<file path="config.mk">
export PLATFORM = sky130hd
export DESIGN_NAME = uart_tx_queue
export DESIGN_NICKNAME = d
export VERILOG_FILES = /design/src/rtl/uart_pkg.sv /design/src/rtl/uart_sync_fifo.sv /design/src/rtl/uart_tx_queue.sv
export SDC_FILE = /design/constraint.sdc
export NUM_CORES = 1
export LEC_CHECK = 0
export BUFFER_PORTS_ARGS = -buffer_cell sky130_fd_sc_hd__buf_2
export CAP_MARGIN = 0
export CORE_MARGIN = 1.5
export CORE_UTILIZATION = 61
export CTS_CLUSTER_DIAMETER = 60
export CTS_CLUSTER_SIZE = 24
export DETAILED_ROUTE_END_ITERATION = 8
export GPL_TIMING_DRIVEN = 0
export PLACE_DENSITY = 0.78
export SLEW_MARGIN = 5
export SYNTH_ARGS = -nofsm -noshare
export SYNTH_HDL_FRONTEND = slang
export SYNTH_HIERARCHICAL = 1
export SYNTH_SLANG_ARGS = --single-unit
export TNS_END_PERCENT = 1
</file>
<file path="constraint.sdc">
create_clock -name clk -period 3.6 [get_ports clk]
set_input_delay 0.18 -clock clk [delete_from_list [all_inputs] [get_ports clk]]
set_output_delay 0.18 -clock clk [all_outputs]
set_load 0.01 [all_outputs]
</file>
<file path="src/rtl/uart_pkg.sv">
// Shared definitions for the uart transmit/receive queue blocks.
//   tx_q_state_t   : launch FSM states of uart_tx_queue
//   UART_DATA_BITS : default character width
package uart_pkg;

   localparam int UART_DATA_BITS = 8;

   typedef enum logic [1:0] {
      IDLE      = 2'd0,
      REQ       = 2'd1,
      WAIT_DONE = 2'd2,
      RELEASE   = 2'd3
   } tx_q_state_t;

endpackage

</file>
<file path="src/rtl/uart_sync_fifo.sv">
// Single-clock FIFO used by the uart queue blocks.
// Ports:
//   clk, resetn        : clock, asynchronous active-low reset
//   push, wdata        : write request/data (ignored when full or flushing)
//   pop, rdata         : read request; rdata always shows the head entry
//   flush              : drops every stored entry on this edge
//   level, full, empty : registered occupancy status
module uart_sync_fifo #(
   parameter int DATA_BITS = 8,
   parameter int DEPTH     = 16
) (
   input  logic                         clk,
   input  logic                         resetn,
   input  logic                         push,
   input  logic                         pop,
   input  logic                         flush,
   input  logic [DATA_BITS-1:0]         wdata,
   output logic [DATA_BITS-1:0]         rdata,
   output logic [$clog2(DEPTH+1)-1:0]   level,
   output logic                         full,
   output logic                         empty
);

   localparam int AW = $clog2(DEPTH);
   localparam int LW = $clog2(DEPTH+1);

   logic [DATA_BITS-1:0] mem_q [DEPTH];
   logic [AW-1:0]        wr_ptr_q, wr_ptr_d;
   logic [AW-1:0]        rd_ptr_q, rd_ptr_d;
   logic [LW-1:0]        level_q, level_d;
   logic                 do_push;
   logic                 do_pop;

   // flush wins over any same-cycle push or pop
   assign do_push = push && !full && !flush;
   assign do_pop  = pop && !empty && !flush;

   always_comb begin
      wr_ptr_d = wr_ptr_q;
      rd_ptr_d = rd_ptr_q;
      level_d  = level_q;
      if (flush) begin
         wr_ptr_d = '0;
         rd_ptr_d = '0;
         level_d  = '0;
      end else begin
         // DEPTH is a power of two, so pointer overflow is the wrap
         if (do_push) wr_ptr_d = wr_ptr_q + 1'b1;
         if (do_pop)  rd_ptr_d = rd_ptr_q + 1'b1;
         if (do_push && !do_pop)      level_d = level_q + 1'b1;
         else if (do_pop && !do_push) level_d = level_q - 1'b1;
      end
   end

   always_ff @(posedge clk or negedge resetn) begin
      if (!resetn) begin
         wr_ptr_q <= '0;
         rd_ptr_q <= '0;
         level_q  <= '0;
      end else begin
         wr_ptr_q <= wr_ptr_d;
         rd_ptr_q <= rd_ptr_d;
         level_q  <= level_d;
      end
   end

   // Storage carries no reset; contents are only visible through valid pointers
   always_ff @(posedge clk) begin
      if (do_push) mem_q[wr_ptr_q] <= wdata;
   end

   assign rdata = mem_q[rd_ptr_q];
   assign level = level_q;
   assign full  = (level_q == LW'(DEPTH));
   assign empty = (level_q == '0);

endmodule

</file>
<file path="src/rtl/uart_tx_queue.sv">
// Buffered transmit front-end for the uart.
// Bytes arrive over wr_valid/wr_ready, are stored in a FIFO, and are
// launched one per frame through send_request/tx_data/parity_enable,
// paced by the uart's tx_busy/tx_done status.
// Ports:
//   clk, resetn                 : clock, asynchronous active-low reset
//   wr_valid, wr_data, wr_ready : producer interface (wr_ready = !full)
//   cfg_parity                  : parity setting, captured per byte at launch
//   flush                       : pulse, drops all not-yet-launched bytes
//   send_request, tx_data,
//   parity_enable               : registered drive to the uart
//   tx_busy, tx_done            : uart status
//   level, empty, full, idle    : queue status (level excludes in-flight byte)
module uart_tx_queue
   import uart_pkg::*;
#(
   parameter int DATA_BITS = UART_DATA_BITS,
   parameter int DEPTH     = 16
) (
   input  logic                         clk,
   input  logic                         resetn,
   input  logic                         wr_valid,
   input  logic [DATA_BITS-1:0]         wr_data,
   output logic                         wr_ready,
   input  logic                         cfg_parity,
   input  logic                         flush,
   output logic                         send_request,
   output logic [DATA_BITS-1:0]         tx_data,
   output logic                         parity_enable,
   input  logic                         tx_busy,
   input  logic                         tx_done,
   output logic [$clog2(DEPTH+1)-1:0]   level,
   output logic                         empty,
   output logic                         full,
   output logic                         idle
);

   tx_q_state_t          state_q, state_d;
   logic                 send_request_q, send_request_d;
   logic [DATA_BITS-1:0] tx_data_q, tx_data_d;
   logic                 parity_enable_q, parity_enable_d;
   logic                 avail_q, avail_d;
   logic                 fifo_pop;
   logic [DATA_BITS-1:0] fifo_rdata;
   logic                 fifo_full;
   logic                 fifo_empty;

   uart_sync_fifo #(
      .DATA_BITS (DATA_BITS),
      .DEPTH     (DEPTH)
   ) u_fifo (
      .clk    (clk),
      .resetn (resetn),
      .push   (wr_valid && wr_ready),
      .pop    (fifo_pop),
      .flush  (flush),
      .wdata  (wr_data),
      .rdata  (fifo_rdata),
      .level  (level),
      .full   (fifo_full),
      .empty  (fifo_empty)
   );

   always_comb begin
      state_d         = state_q;
      send_request_d  = send_request_q;
      tx_data_d       = tx_data_q;
      parity_enable_d = parity_enable_q;
      fifo_pop        = 1'b0;
      // Occupancy seen one cycle late: a byte written at edge N is launched
      // at edge N+2, and a fresh frame never starts on the RELEASE exit edge.
      avail_d         = !fifo_empty && !flush;
      case (state_q)
         IDLE: begin
            if (avail_q && !fifo_empty && !flush) begin
               fifo_pop        = 1'b1;
               tx_data_d       = fifo_rdata;
               parity_enable_d = cfg_parity;
               send_request_d  = 1'b1;
               state_d         = REQ;
            end
         end
         REQ: begin
            if (tx_busy) begin
               send_request_d = 1'b0;
               state_d        = WAIT_DONE;
            end
         end
         WAIT_DONE: begin
            if (tx_done) state_d = RELEASE;
         end
         RELEASE: begin
            // tx_done may be held; wait for it to fall so it is not re-used
            if (!tx_done && !tx_busy) state_d = IDLE;
         end
         default: state_d = IDLE;
      endcase
   end

   always_ff @(posedge clk or negedge resetn) begin
      if (!resetn) begin
         state_q         <= IDLE;
         send_request_q  <= 1'b0;
         tx_data_q       <= '0;
         parity_enable_q <= 1'b0;
         avail_q         <= 1'b0;
      end else begin
         state_q         <= state_d;
         send_request_q  <= send_request_d;
         tx_data_q       <= tx_data_d;
         parity_enable_q <= parity_enable_d;
         avail_q         <= avail_d;
      end
   end

   assign wr_ready      = !fifo_full;
   assign full          = fifo_full;
   assign empty         = fifo_empty;
   assign send_request  = send_request_q;
   assign tx_data       = tx_data_q;
   assign parity_enable = parity_enable_q;
   assign idle          = (state_q == IDLE) && fifo_empty;

endmodule

</file>
==> impl_metrics.tcl <==
set metrics [dict create \
    cap_violations 0 \
    ys_ff_latch 154 \
    fill_cells 653 \
    arrival_ns 3.82 \
    peakVddDrop_v 0.000432 \
    yosys_warnings 6 \
    grt_max_degree 27 \
    die_w_microns 106 \
    finalSetupViolCount 0 \
    synthXorXnorAreaFrac 0.00804 \
    final_common_cell "edfxtp_1" \
    clk_pin_slew_worst_paths_ns 0.07 \
    antenna_found_initial 0 \
    synth_top_family_by_area "multiplexers" \
    drive_gt1_frac 0.238 \
    cts_made_buffers 17 \
    met2WireLength_microns 6910 \
    root_buffer "clkbuf_8" \
    die_y_microns 106 \
    synthFlopType "edfxtp_1" \
    io_buffer_count 33 \
    synthArstFlopShare 0.169 \
    slew_headroom 0.358 \
    slew_viol_final 0 \
    grt_usage 0.261 \
    cp-startpoint "u_fifo/level[2]" \
    synth_area_per_cell_sq_um 16.2 \
    grt_remaining_overflow 0 \
    multi_input_area_sq_mm 0.00189 \
    clock_skew_ns 0.0150 \
    synthToLayoutAreaGrowth_pct 14.7 \
    crit_slowest_cell "or4_1" \
    cts.sinks 154 \
    end_kind "flop" \
    synth_area_sq_mm 0.00653 \
    drc_errors 0 \
    critPathKind "reg2reg" \
    crit_chain "or4_1 > buf_6 > nor2_1 > nor2_1 > and3_1 > buf_4 > o21ai_2 > nand3_2 > fa_1 > a21o_1 > a21o_1 > mux2i_1 > nand3_1" \
    synthSimpleGateAreaFrac 0.0561 \
    wl_met1_microns 5690 \
    grt_pass1_wl_microns 21300 \
    drtAntennaViolNets 0 \
    fin_crit_sh 0.951 \
    antennaDiodeCount 0 \
    cts.htree.levels 4 \
    gp_congestion 0.798 \
    p_leak_nw 2.66 \
    wl_per_cell_microns 22.8 \
    finalCriticalPeriod_ns 3.42 \
    post-route-util 0.722 \
    detail_route.vias_per_cell 6.27 \
    tightestPinTransition_ns 0.959 \
    floorplan.die_area_sq_mm 0.0113 \
    routed_wl_microns 13800 \
    synthesis.nets 432 \
    hp-class "in2reg" \
    ff_latch_area_sq_mm 0.00449 \
    crit_end "u_fifo/level[4]" \
    cp_slowest_stage_delay_ns 0.56 \
    io_pins 34 \
    rows 37 \
    synth-seq-area-share 0.688 \
    r2r_cells 13 \
    r2r_slack_ns 0.18 \
    power_density_mw_per_mm2 651 \
    wl_met3_microns 1020 \
    vias 3803 \
    synth_adder_area_share 0.0280 \
    synth_cell_types 47 \
    synth.area.mux_share 0.133 \
    synth_compound_area_frac 0.0630 \
    dp_hpwl_microns 8730 \
    grt_pass1_vias 3766 \
    drt_iter0_markers 386 \
    fmax_mhz 292 \
    clk_latency_ns 0.52 \
    status "finished clean" \
    synth_edf_count 128 \
    min_from "wr_data[0]" \
    clk_path_buf_depth 2 \
    layout_common_cells "128 x edfxtp_1, 44 x buf_2, 38 x mux2i_1, 26 x nor2_1, 26 x dfrtp_1" \
    coreArea_sq_mm 0.0104 \
    syn_inst 403 \
    holdWs_ns 0.0460 \
    top_layer_used "met4" \
    start_kind "flop" \
    crit_required_ns 3.99 \
    rr_startpoint "u_fifo/level[2]" \
    hold_viol 0 \
    initial_core_util 0.630 \
    fin_setup_tns_ns 0 \
    dr.pass1.iters 5 \
    cts_tree "built" \
    r2r-end "u_fifo/level[4]" \
    grt_setup_unrepaired "no" \
    final_nets 487 \
    cp_max_fo 18 \
]
## cells in the mapped netlist (3+ instances only)
library cell	instances	area, sq um
edfxtp_1	128	3840
mux2i_1	38	380
dfrtp_1	26	651
nor2_1	26	97.6
nand2_1	23	86.3
a221oi_1	16	140
mux4_2	16	360
ha_1	13	163
buf_2	12	60.1
inv_1	11	41.3
o21ai_0	11	55.1
mux2_2	9	101
a22oi_1	8	60.1
clkbuf_1	7	26.3
a21oi_1	6	30.0
nand3_1	6	30.0
nor2b_1	5	31.3
xnor2_1	5	43.8
nor4_1	3	18.8
## flip-flops by register name, indices dropped and copies added (netlist names)
signal and flops:
u_fifo/mem_q 128, u_fifo/level 5, u_fifo/wr_ptr_q 4, tx_data 8, u_fifo/rd_ptr_q 4, avail_q 1, state_q 2, parity_enable 1
send_request 1
## repair_timing
| action | CTS | global route |
|---|---|---|
| hold buffers | 4 | 0 |
| gates resized for setup | 1 | 2 |
| endpoints found under the hold margin | 29 | 0 |
| setup buffers | 0 | 0 |
| gates cloned | 0 | 0 |
| endpoints found under the setup margin | 2 | 1 |
## cell type report
| cell class | instances | share of cell area |
|---|---|---|
| sequential | 154 | 0.600 |
| multi-input combinational | 215 | 0.252 |
| clock buffer | 18 | 0.0558 |
| timing repair buffer | 37 | 0.0274 |
| tap | 136 | 0.0227 |
| clock inverter | 14 | 0.0215 |
| buffer | 20 | 0.0139 |
| inverter | 13 | 0.00651 |
## per-layer routing
layer / global-route usage / up-vias
met5: 0 / -
met4: 0.0810 / 0
met3: 0.0552 / 17
met2: 0.422 / 183
met1: 0.362 / 1925
li1: - / 1678
## worst max-delay path: cells and delay by family, from the launching register on
kind / cells / cell delay (ns)
buffers and inverters: 2 / 0.38
and+or+nand+nor: 6 / 1.30
muxes: 1 / 0.16
adders and majority gates: 1 / 0.47
DFF: 1 / 0.47
AOI/OAI and AO/OA: 3 / 0.53
## per-stage QoR
stage / setup slack [ns] / cell area [sq um] / std cells / total power [mW]
5_1_grt: 0.000786 / 7490 / 607 / 5.07
2_1_floorplan: 0.131 / 6530 / 403 / 2.87
3_3_place_gp: -0.0669 / 6870 / 572 / 3.11
3_5_place_dp: -0.172 / 6870 / 572 / 3.16
6_report: 0.175 / 7490 / 607 / 4.88
4_1_cts: 0.0961 / 7490 / 607 / 4.89
## cells by family (layout without fill, tap and decap cells)
| logic type | Yosys count | count (layout) |
|---|---|---|
| DFF | 154 | 154 |
| xor gates and xnor gates | 6 | 6 |
| AOI/OAI and AO/OA | 54 | 54 |
| and+or+nand+nor | 76 | 76 |
| adders and majority gates | 14 | 14 |
| muxes | 65 | 65 |
| buffers and inverters | 34 | 102 |
## how the worst min path moves through the flow
| stage | to | slack, ns | cells after the start |
|---|---|---|---|
| 6_report | u_fifo/mem_q[2][0] | 0.05 | 1 |
| 5_1_grt | u_fifo/mem_q[12][6] | 0.05 | 1 |
| 2_1_floorplan | avail_q | -0.12 | 0 |
| 4_1_cts | u_fifo/mem_q[2][1] | 0.04 | 1 |
| 3_5_place_dp | u_fifo/level[2] | 0.26 | 1 |
| 3_3_place_gp | u_fifo/level[2] | 0.25 | 1 |
## report_power, final
part / switching (mW) / internal [mW]
combinational: 0.518 / 0.445
sequential: 0.109 / 2.07
clock: 0.734 / 1.00
total: 1.36 / 3.52
(Power assumes the default switching activity.)
